File: src/rtl/sdram_bridge_pkg.sv
// sdram_bridge_pkg: shared state encoding, controller width and lane-count helper
package sdram_bridge_pkg;
  localparam int CTRL_DW = 32;
  typedef enum logic [2:0] {IDLE, RD_REQ, RD_DATA, WR_ARM, WR_REQ, DONE} state_t;
  function automatic int lanes(input int cpu_dw);
    return CTRL_DW / cpu_dw;
  endfunction
endpackage

File: src/rtl/sdram_lane_mux.sv
// sdram_lane_mux: places a CPU word into a 32-bit lane, builds its byte mask and extracts a lane
module sdram_lane_mux
  import sdram_bridge_pkg::*;
#(
  parameter int CPU_DW = 8
) (
  input  logic [$clog2(lanes(CPU_DW))-1:0] lane,
  input  logic [CPU_DW-1:0]                wdata,
  input  logic [CTRL_DW-1:0]               word,
  output logic [CTRL_DW-1:0]               din,
  output logic [3:0]                       dm,
  output logic [CPU_DW-1:0]                rdata,
  output logic [CTRL_DW-1:0]               merged
);
  localparam int BPL = CPU_DW / 8;
  logic [CTRL_DW-1:0] lane_bits;
  // Shift write data into its lane, mask off the others, extract and merge the addressed lane
  always_comb begin
    din = '0;
    din[lane*CPU_DW +: CPU_DW] = wdata;
    lane_bits = '0;
    lane_bits[lane*CPU_DW +: CPU_DW] = '1;
    dm = '1;
    dm[lane*BPL +: BPL] = '0;
    rdata = word[lane*CPU_DW +: CPU_DW];
    merged = (word & ~lane_bits) | din;
  end
endmodule

File: src/rtl/sdram_bridge.sv
// sdram_bridge: CPU-phase 8/16-bit bus to 32-bit SDRAM controller bridge with a one-word read buffer
module sdram_bridge
  import sdram_bridge_pkg::*;
#(
  parameter int CPU_DW = 8,
  parameter int ADDR_W = 25,
  parameter int RD_BUF = 1
) (
  input  logic               i_sysclk,
  input  logic               i_rst,
  input  logic               i_cpuclk,
  input  logic               i_cs,
  input  logic               i_rwb,
  input  logic [ADDR_W-1:0]  i_addr,
  input  logic [CPU_DW-1:0]  i_data,
  output logic [CPU_DW-1:0]  o_data,
  output logic               o_wait,
  output logic               o_we,
  output logic               o_re,
  output logic               o_last,
  output logic [ADDR_W-2:0]  o_addr,
  output logic [CTRL_DW-1:0] o_din,
  output logic [3:0]         o_dm,
  input  logic [CTRL_DW-1:0] i_dout,
  input  logic               i_wr_ack,
  input  logic               i_rd_ack,
  input  logic               i_rd_valid,
  input  logic               i_ref_req
);
  localparam int LW = $clog2(lanes(CPU_DW));
  state_t state, next;
  logic start, tag_hit, buf_valid;
  logic [ADDR_W-3:0] buf_tag;
  logic [CTRL_DW-1:0] buf_word, mux_word, din, merged;
  logic [LW-1:0] lat_lane, mux_lane;
  logic [3:0] dm;
  logic [CPU_DW-1:0] rdata;

  // In IDLE the mux serves the live CPU access against the buffer; afterwards it extracts from controller data
  sdram_lane_mux #(.CPU_DW(CPU_DW)) u_mux (
    .lane(mux_lane),
    .wdata(i_data),
    .word(mux_word),
    .din(din),
    .dm(dm),
    .rdata(rdata),
    .merged(merged)
  );

  // Next state, CPU stall and mux selection
  always_comb begin
    tag_hit = (RD_BUF != 0) && buf_valid && (buf_tag == i_addr[ADDR_W-1:2]);
    start = (state == IDLE) && i_cs && i_cpuclk && !i_ref_req;
    o_wait = i_cs && (state != DONE);
    mux_lane = (state == IDLE) ? i_addr[1 -: LW] : lat_lane;
    mux_word = (state == IDLE) ? buf_word : i_dout;
    next = state;
    unique case (state)
      IDLE:    next = !start ? IDLE : !i_rwb ? WR_ARM : tag_hit ? DONE : RD_REQ;
      RD_REQ:  next = i_rd_ack ? RD_DATA : RD_REQ;
      RD_DATA: next = i_rd_valid ? DONE : RD_DATA;
      WR_ARM:  next = i_cpuclk ? WR_ARM : WR_REQ;
      WR_REQ:  next = i_wr_ack ? DONE : WR_REQ;
      DONE:    next = i_cpuclk ? DONE : IDLE;
      default: next = IDLE;
    endcase
  end

  // State register
  always_ff @(posedge i_sysclk) begin
    if (i_rst) state <= IDLE;
    else state <= next;
  end

  // Registered strobes follow the next state so a reset clears them on the very next edge
  always_ff @(posedge i_sysclk) begin
    if (i_rst) begin
      o_data <= '0;
      o_we <= 1'b0;
      o_re <= 1'b0;
      o_last <= 1'b0;
      o_addr <= '0;
      o_din <= '0;
      o_dm <= 4'hF;
      lat_lane <= '0;
      buf_valid <= 1'b0;
      buf_tag <= '0;
      buf_word <= '0;
    end else begin
      o_re <= next == RD_REQ;
      o_we <= next == WR_REQ;
      o_last <= (next == RD_REQ) || (next == WR_REQ);
      if (start) begin
        o_addr <= {i_addr[ADDR_W-1:2], 1'b0};
        o_din <= din;
        o_dm <= dm;
        lat_lane <= i_addr[1 -: LW];
      end
      if (start && i_rwb && tag_hit) o_data <= rdata;
      if (start && !i_rwb && tag_hit) buf_word <= merged;
      if (state == RD_DATA && i_rd_valid) begin
        o_data <= rdata;
        if (RD_BUF != 0) begin
          buf_valid <= 1'b1;
          buf_tag <= o_addr[ADDR_W-2:1];
          buf_word <= i_dout;
        end
      end
    end
  end
endmodule

File: config.mk
export PLATFORM = sky130hd
export DESIGN_NAME = sdram_bridge
export DESIGN_NICKNAME = d
export VERILOG_FILES = /design/src/rtl/sdram_bridge_pkg.sv /design/src/rtl/sdram_lane_mux.sv /design/src/rtl/sdram_bridge.sv
export SDC_FILE = /design/constraint.sdc
export NUM_CORES = 1
export LEC_CHECK = 0
export BUFFER_PORTS_ARGS = -buffer_cell sky130_fd_sc_hd__buf_2
export CAP_MARGIN = 40
export CELL_PAD_IN_SITES_DETAIL_PLACEMENT = 1
export CELL_PAD_IN_SITES_GLOBAL_PLACEMENT = 1
export CORE_ASPECT_RATIO = 1.2
export CORE_UTILIZATION = 36
export CTS_CLUSTER_DIAMETER = 80
export DETAILED_ROUTE_END_ITERATION = 6
export PLACE_DENSITY = 0.81
export SYNTH_ARGS = -nofsm -noshare
export SYNTH_HDL_FRONTEND = slang
export SYNTH_SLANG_ARGS = --single-unit
File: constraint.sdc
create_clock -name i_sysclk -period 2.9 [get_ports i_sysclk]
set_input_delay 0.29 -clock i_sysclk [delete_from_list [all_inputs] [get_ports i_sysclk]]
set_output_delay 0.29 -clock i_sysclk [all_outputs]
set_load 0.005 [all_outputs]
==> summary.md, run 1 <==
| Metric | Value |
|---|---|
| Clk slew on worst S/H paths | 60 ps |
| Hold Path Depth | 3 |
| DR WL/cell | 19.5 um |
| Overall routing resource usage | 0.236 |
| Die Span Y | 151 um |
| Final Power | 4.61 mW |
| DR vias | 6361 |
| Critical-path cell list | or3_2, mux2i_2, ha_1, nor2b_1, and3_1, nand2_1, o21ai_1, a311o_1 |
| CP Class | reg -> reg |
| Commonest non-fill, non-tap cells in the layout | 164 x nand2_1, 143 x buf_2, 131 x dfxtp_1 |
| Starting density of the core | 0.367 |
| Peak Freq | 365 MHz |
| Crit-path max cell delay | 570 ps |
| Drt initial violations | 386 |
| Clock Path Buffers | 2 |
| I/O Pins | 146 |
| Final Hold Fails | 0 |
| Critical path's top delay family | simple AND/OR/NAND/NOR gates |
| PortBufs | 144 |
| Hold buffers post-CTS | 0 |
| Mapped Area | 6670 um2 |
| Vias in the first global route | 6326 |
| Seq/Total Area, Yosys | 0.393 |
| First-pass GRT wire length | 34500 um |
| Via/cell ratio | 5.58 |
| Post-DP HPWL | 14800 um |
| Cts repair resizes | 0 |
| Layout cells sized above 1 | 0.260 |
| Rows | 54 |
| Cells after Synth | 790 |
| Hold Crit Class | in -> reg |
| Min Hold Slack | 127 ps |
| Area delta synth->final | 22.3% |
| Nature of the critical path endpoint | flop |
| Fin crit share | 0.945 |
| Maximum Capacitance Violations | 0 |
| Skew final | 9.32 ps |
| RSZ-0062 raised after global routing | false |
| Mean Syn Cell Area | 8.44 um2 |
| Max H-tree Level | 4 |
| Clock Tree Root | clkbuf_16 |
| Worst setup SP type | flop |
| Grt ovf | 0 |
| Minimum clock period after layout | 2740 ps |
| Slowest CP cell | or3_2 |
| Reg2reg start | state[1] |
| Pre-antenna DRT Iters | 4 |
| Synth Warn # | 0 |
| Number of distinct library cells after synthesis | 48 |
| Core Region | 18200 um2 |
| Tightest Pin Transition | 750 ps |
| CP Buf/Inv Count | 0 |
| Status | finished clean |
| Clk_lat worst skew | 420 ps |
| Pwr Density | 565 nW/um2 |
| Nets | 979 |
| Top FF cell, synth | dfxtp_1 |
| Pin count of the biggest net entering global routing | 154 |
| Combinational power share | 0.158 |
| TritonCTS clock tree | built |
| Number of CTS-inserted buffers | 17 |
| Register bit count reported by yosys | 131 |
| Synth async-reset ratio | 0 |
| P_int | 3.28 mW |
| Sw Pwr | 1.33 mW |
| Req. time, crit path | 3200 ps |
| Endpoints failing setup | 0 |
| Number of synthesized flops with an enable pin | 0 |
| Total setup buffers inserted after CTS | 0 |
| Die ar. | 19100 um2 |
| Clock sink count | 131 |
| Routability cong. | 0.845 |
| Net Sw Frac | 0.288 |
| Crit-path max FO | 9 |
| Slew headroom | 0.500 |
| Reg power frac | 0.406 |
| Commonest non-fill, non-tap cell in the layout | nand2_1 |
| Filler cell count | 2208 |
| Share of total power in the clock network | 0.436 |
| Worst vdd ir | 0.417 mV |
| Final ANT Viol Nets | 0 |
| Critical Path Start | state[1] |
| Initial antenna violation count | 2 |
| Max Slew Vio Count | 0 |
| Number of remaining DRC errors | 0 |
| Hold_sp | i_addr[16] |
| Syn Nets | 868 |
| Die X | 126 um |
| DRT Wirelength | 22200 um |
| R2R cell count | 8 |
| Setup TNS | 0 ps |
| Arrival time of the worst setup path | 3040 ps |
| Critical path depth | 8 |
| Leak | 3.06 nW |
## metrics by stage
step           worst slack, ps  cells  utilization  area, um2
2_1_floorplan             3.46    790            -       6670
3_3_place_gp               243   1105        0.417       7590
3_5_place_dp               206   1106        0.418       7590
4_1_cts                    182   1138        0.448       8150
5_1_grt                   31.5   1138        0.448       8150
6_report                   160   1139        0.449       8150
## per-layer routing
layer | wire length (um) | GRT usage | vias up
met2 | 11000 | 0.402 | 188
met3 | 1030 | 0.0516 | 45
met5 | 0 | 0 | -
li1 | - | - | 3026
met4 | 705 | 0.110 | 0
met1 | 9430 | 0.285 | 3102
## power by group through the flow
| stage | combinational (mW) | clock, mW | sequential, mW |
|---|---|---|---|
| final | 0.730 | 2.01 | 1.87 |
| after global routing | 0.789 | 2.12 | 1.88 |
| after CTS | 0.728 | 2.05 | 1.87 |
| after detailed placement | 0.722 | 0 | 1.91 |
| after global placement | 0.709 | 0 | 1.91 |
| after floorplan | 0.461 | 0 | 1.91 |
## state kept, by name (all words and copies together) (netlist names)
name	count
buf_word	32
o_din	32
buf_tag	23
o_addr	23
o_data	8
o_dm	4
state	3
lat_lane	2
buf_valid	1
o_last	1
o_re	1
o_we	1
## worst reg2reg max path, cell delays in order, from the launching register on
cell	delay, ps
dfxtp_1	310
or3_2	570
mux2i_2	300
ha_1	340
nor2b_1	170
and3_1	340
nand2_1	150
o21ai_1	90
a311o_1	360
## area by class of cell
type / count / area, um2 / share of cell area
multi-input combinational: 571 / 3660 / 0.449
sequential: 131 / 2620 / 0.322
timing repair buffer: 176 / 1010 / 0.124
clock buffer: 19 / 453 / 0.0556
tap: 224 / 280 / 0.0344
clock inverter: 13 / 103 / 0.0126
inverter: 4 / 15.0 / 0.00184
antenna: 1 / 2.50 / 0.000307
## final timing paths
kind                                     end  slack, ps
worst max-delay path            buf_word[11]        160
worst min-delay path              o_addr[15]        130
worst max register to register  buf_word[11]        160
worst min register to register     o_din[18]        450
## kinds of logic after synthesis
family	count (synthesis)	share of synthesized area
AND/OR/NAND/NOR	309	0.229
XOR/XNOR	23	0.0302
adder cells (fa/ha/maj)	4	0.00751
multiplexers	56	0.116
flip-flops	131	0.393
buffers and inverters	88	0.0599
AO/OA/AOI/OAI	178	0.164
other	1	0.000563
## synth_stat cells, types with 3 or more instances
| cell | n | area, um2 |
|---|---|---|
| o21ai_1 | 11 | 55.1 |
| nor2_1 | 27 | 101 |
| buf_1 | 11 | 41.3 |
| mux2i_1 | 39 | 390 |
| a31oi_1 | 6 | 37.5 |
| ha_1 | 4 | 50.1 |
| buf_4 | 6 | 45.0 |
| nor4_1 | 3 | 18.8 |
| and3_1 | 4 | 25.0 |
| nand4_1 | 4 | 25.0 |
| inv_1 | 3 | 11.3 |
| a211o_1 | 4 | 35.0 |
| a21oi_1 | 88 | 440 |
| nor3_1 | 7 | 35.0 |
| nor4b_1 | 24 | 210 |
| a211oi_1 | 17 | 128 |
| buf_6 | 3 | 33.8 |
| o21ai_0 | 22 | 110 |
| dfxtp_1 | 131 | 2620 |
| nand3_1 | 33 | 165 |
| mux4_2 | 16 | 360 |
| nor3b_1 | 25 | 188 |
| clkbuf_1 | 45 | 169 |
| xnor2_1 | 9 | 78.8 |
| xor2_1 | 14 | 123 |
| nand2_1 | 165 | 619 |
| a311o_1 | 24 | 240 |
| buf_2 | 19 | 95.1 |
No activity file was read; power rests on OpenSTA's default activity.
==> run 2, diff against run 1 <==
--- a/config.mk
+++ b/config.mk
@@ -13,6 +13,7 @@
 export CORE_UTILIZATION = 36
 export CTS_CLUSTER_DIAMETER = 80
 export DETAILED_ROUTE_END_ITERATION = 6
+export GPL_TIMING_DRIVEN = 0
 export PLACE_DENSITY = 0.81
 export SYNTH_ARGS = -nofsm -noshare
 export SYNTH_HDL_FRONTEND = slang
==> summary.md, run 2 (same netlist as run 1, synthesis figures left out) <==
| Metric | Value |
|---|---|
| Status | finished clean |
| Tightest Pin Transition | 881 ps |
| Peak Freq | 354 MHz |
| TritonCTS clock tree | built |
| Reg2reg start | state[1] |
| DR WL/cell | 21.4 um |
| Clock sink count | 131 |
| Nature of the critical path endpoint | flop |
| DR vias | 6811 |
| # diodes | 0 |
| Overall routing resource usage | 0.266 |
| First-pass GRT wire length | 38100 um |
| Routability cong. | 0.870 |
| M1 WL | 10200 um |
| Nets | 1018 |
| Vias in the first global route | 6863 |
| Pre-antenna DRT Iters | 5 |
| Final ANT Viol Nets | 0 |
| Core Region | 18200 um2 |
| Final Cell Area | 8340 um2 |
| Leak | 3.09 nW |
| Max H-tree Level | 4 |
| WL met2 | 12200 um |
| Pwr Density | 593 nW/um2 |
| Commonest non-fill, non-tap cells in the layout | 165 x nand2_1, 146 x buf_2, 128 x dfxtp_1 |
| I/O Pins | 146 |
| Worst setup SP type | flop |
| Critical Path Start | state[1] |
| Top flop regs | buf_word (32), o_din (32) |
| Die ar. | 19100 um2 |
| Via/cell ratio | 5.79 |
| CP Class | reg -> reg |
| Die Span Y | 151 um |
| Number of CTS-inserted buffers | 17 |
| Drt initial violations | 595 |
| Arrival time of the worst setup path | 3140 ps |
| Initial antenna violation count | 1 |
| Layout cells sized above 1 | 0.238 |
| Clk slew on worst S/H paths | 60 ps |
| Routed met3 length | 1650 um |
| Final Worst Setup Slack | 76.9 ps |
| Max Slew Vio Count | 0 |
| Clock Path Buffers | 2 |
| Hold_sp | i_addr[8] |
| Crit-path max FO | 10 |
| Rows | 54 |
| Worst vdd ir | 0.443 mV |
| Hold Crit Class | in -> reg |
| Final Hold Fails | 0 |
| Hold buffers post-CTS | 0 |
| Skew final | 7.52 ps |
| Dpl cell area | 7620 um2 |
| Number of remaining DRC errors | 0 |
| PortBufs | 133 |
| Top routing layer in use | met4 |
| Area delta synth->final | 25.1% |
| DRT Wirelength | 25100 um |
| Min Hold Slack | 118 ps |
| Endpoints failing setup | 0 |
| Grt ovf | 0 |
| Post-DP HPWL | 17800 um |
| Pre-CTS WS | -911 ps |
| Commonest non-fill, non-tap cell in the layout | nand2_1 |
| Pin count of the biggest net entering global routing | 17 |
| Starting density of the core | 0.367 |
| Req. time, crit path | 3220 ps |
| Slew headroom | 0.412 |
| R2R setup slack | 80 ps |
| Maximum Capacitance Violations | 0 |
| Die X | 126 um |
| Clock Tree Root | clkbuf_16 |
| Clk_lat worst skew | 430 ps |
| Minimum clock period after layout | 2820 ps |
| Fin crit share | 0.973 |
[run 2: power breakdown]
group | switching (mW) | total (mW) | internal, mW
registers | 0.0355 | 1.88 | 1.84
logic | 0.484 | 0.802 | 0.318
clock network | 0.860 | 2.26 | 1.40
total | 1.38 | 4.94 | 3.56
[run 2: repair_timing]
action	4_1_cts	5_1_grt
pin swaps	1	1
buffers inserted	4	0
endpoints found under the setup margin	64	38
resized for setup	16	7
[run 2: cell type report]
type	instances	area, um2
clock buffer	20	457
buffer	78	395
clock inverter	11	151
timing repair buffer	137	708
multi-input combinational	571	3700
sequential	131	2630
tap	224	280
inverter	4	15.0
fill	2205	9840
[run 2: per-layer routing]
metal,track usage,vias up
met5,0,-
met4,0.170,0
met3,0.0456,75
met2,0.451,333
met1,0.311,3302
li1,-,3101
[run 2: path summary, 6_finish.rpt]
check	to	cells after the start
setup reg to reg	buf_word[14]	12
setup / recovery	buf_word[14]	12
hold / removal	o_addr[7]	3
hold reg to reg	o_din[1]	2
[run 2: stage by stage]
step / setup TNS, ps / instances / power [mW] / utilization
2_1_floorplan: 0 / 790 / 2.37 / -
3_3_place_gp: -21050 / 1147 / 2.63 / 0.419
3_5_place_dp: -24520 / 1147 / 2.64 / 0.419
4_1_cts: 0 / 1179 / 4.94 / 0.458
5_1_grt: -1.02 / 1176 / 5.08 / 0.459
6_report: 0 / 1176 / 4.94 / 0.459
[run 2: worst max-delay path, stage by stage, from the launching register on]
cell,delay (ps)
dfxtp_2,370
or3_4,400
buf_6,160
clkbuf_16,190
mux2i_4,210
ha_4,270
nor2b_1,150
and3_1,190
buf_6,140
buf_6,140
nand2_1,60
o21ai_1,70
a311o_1,350
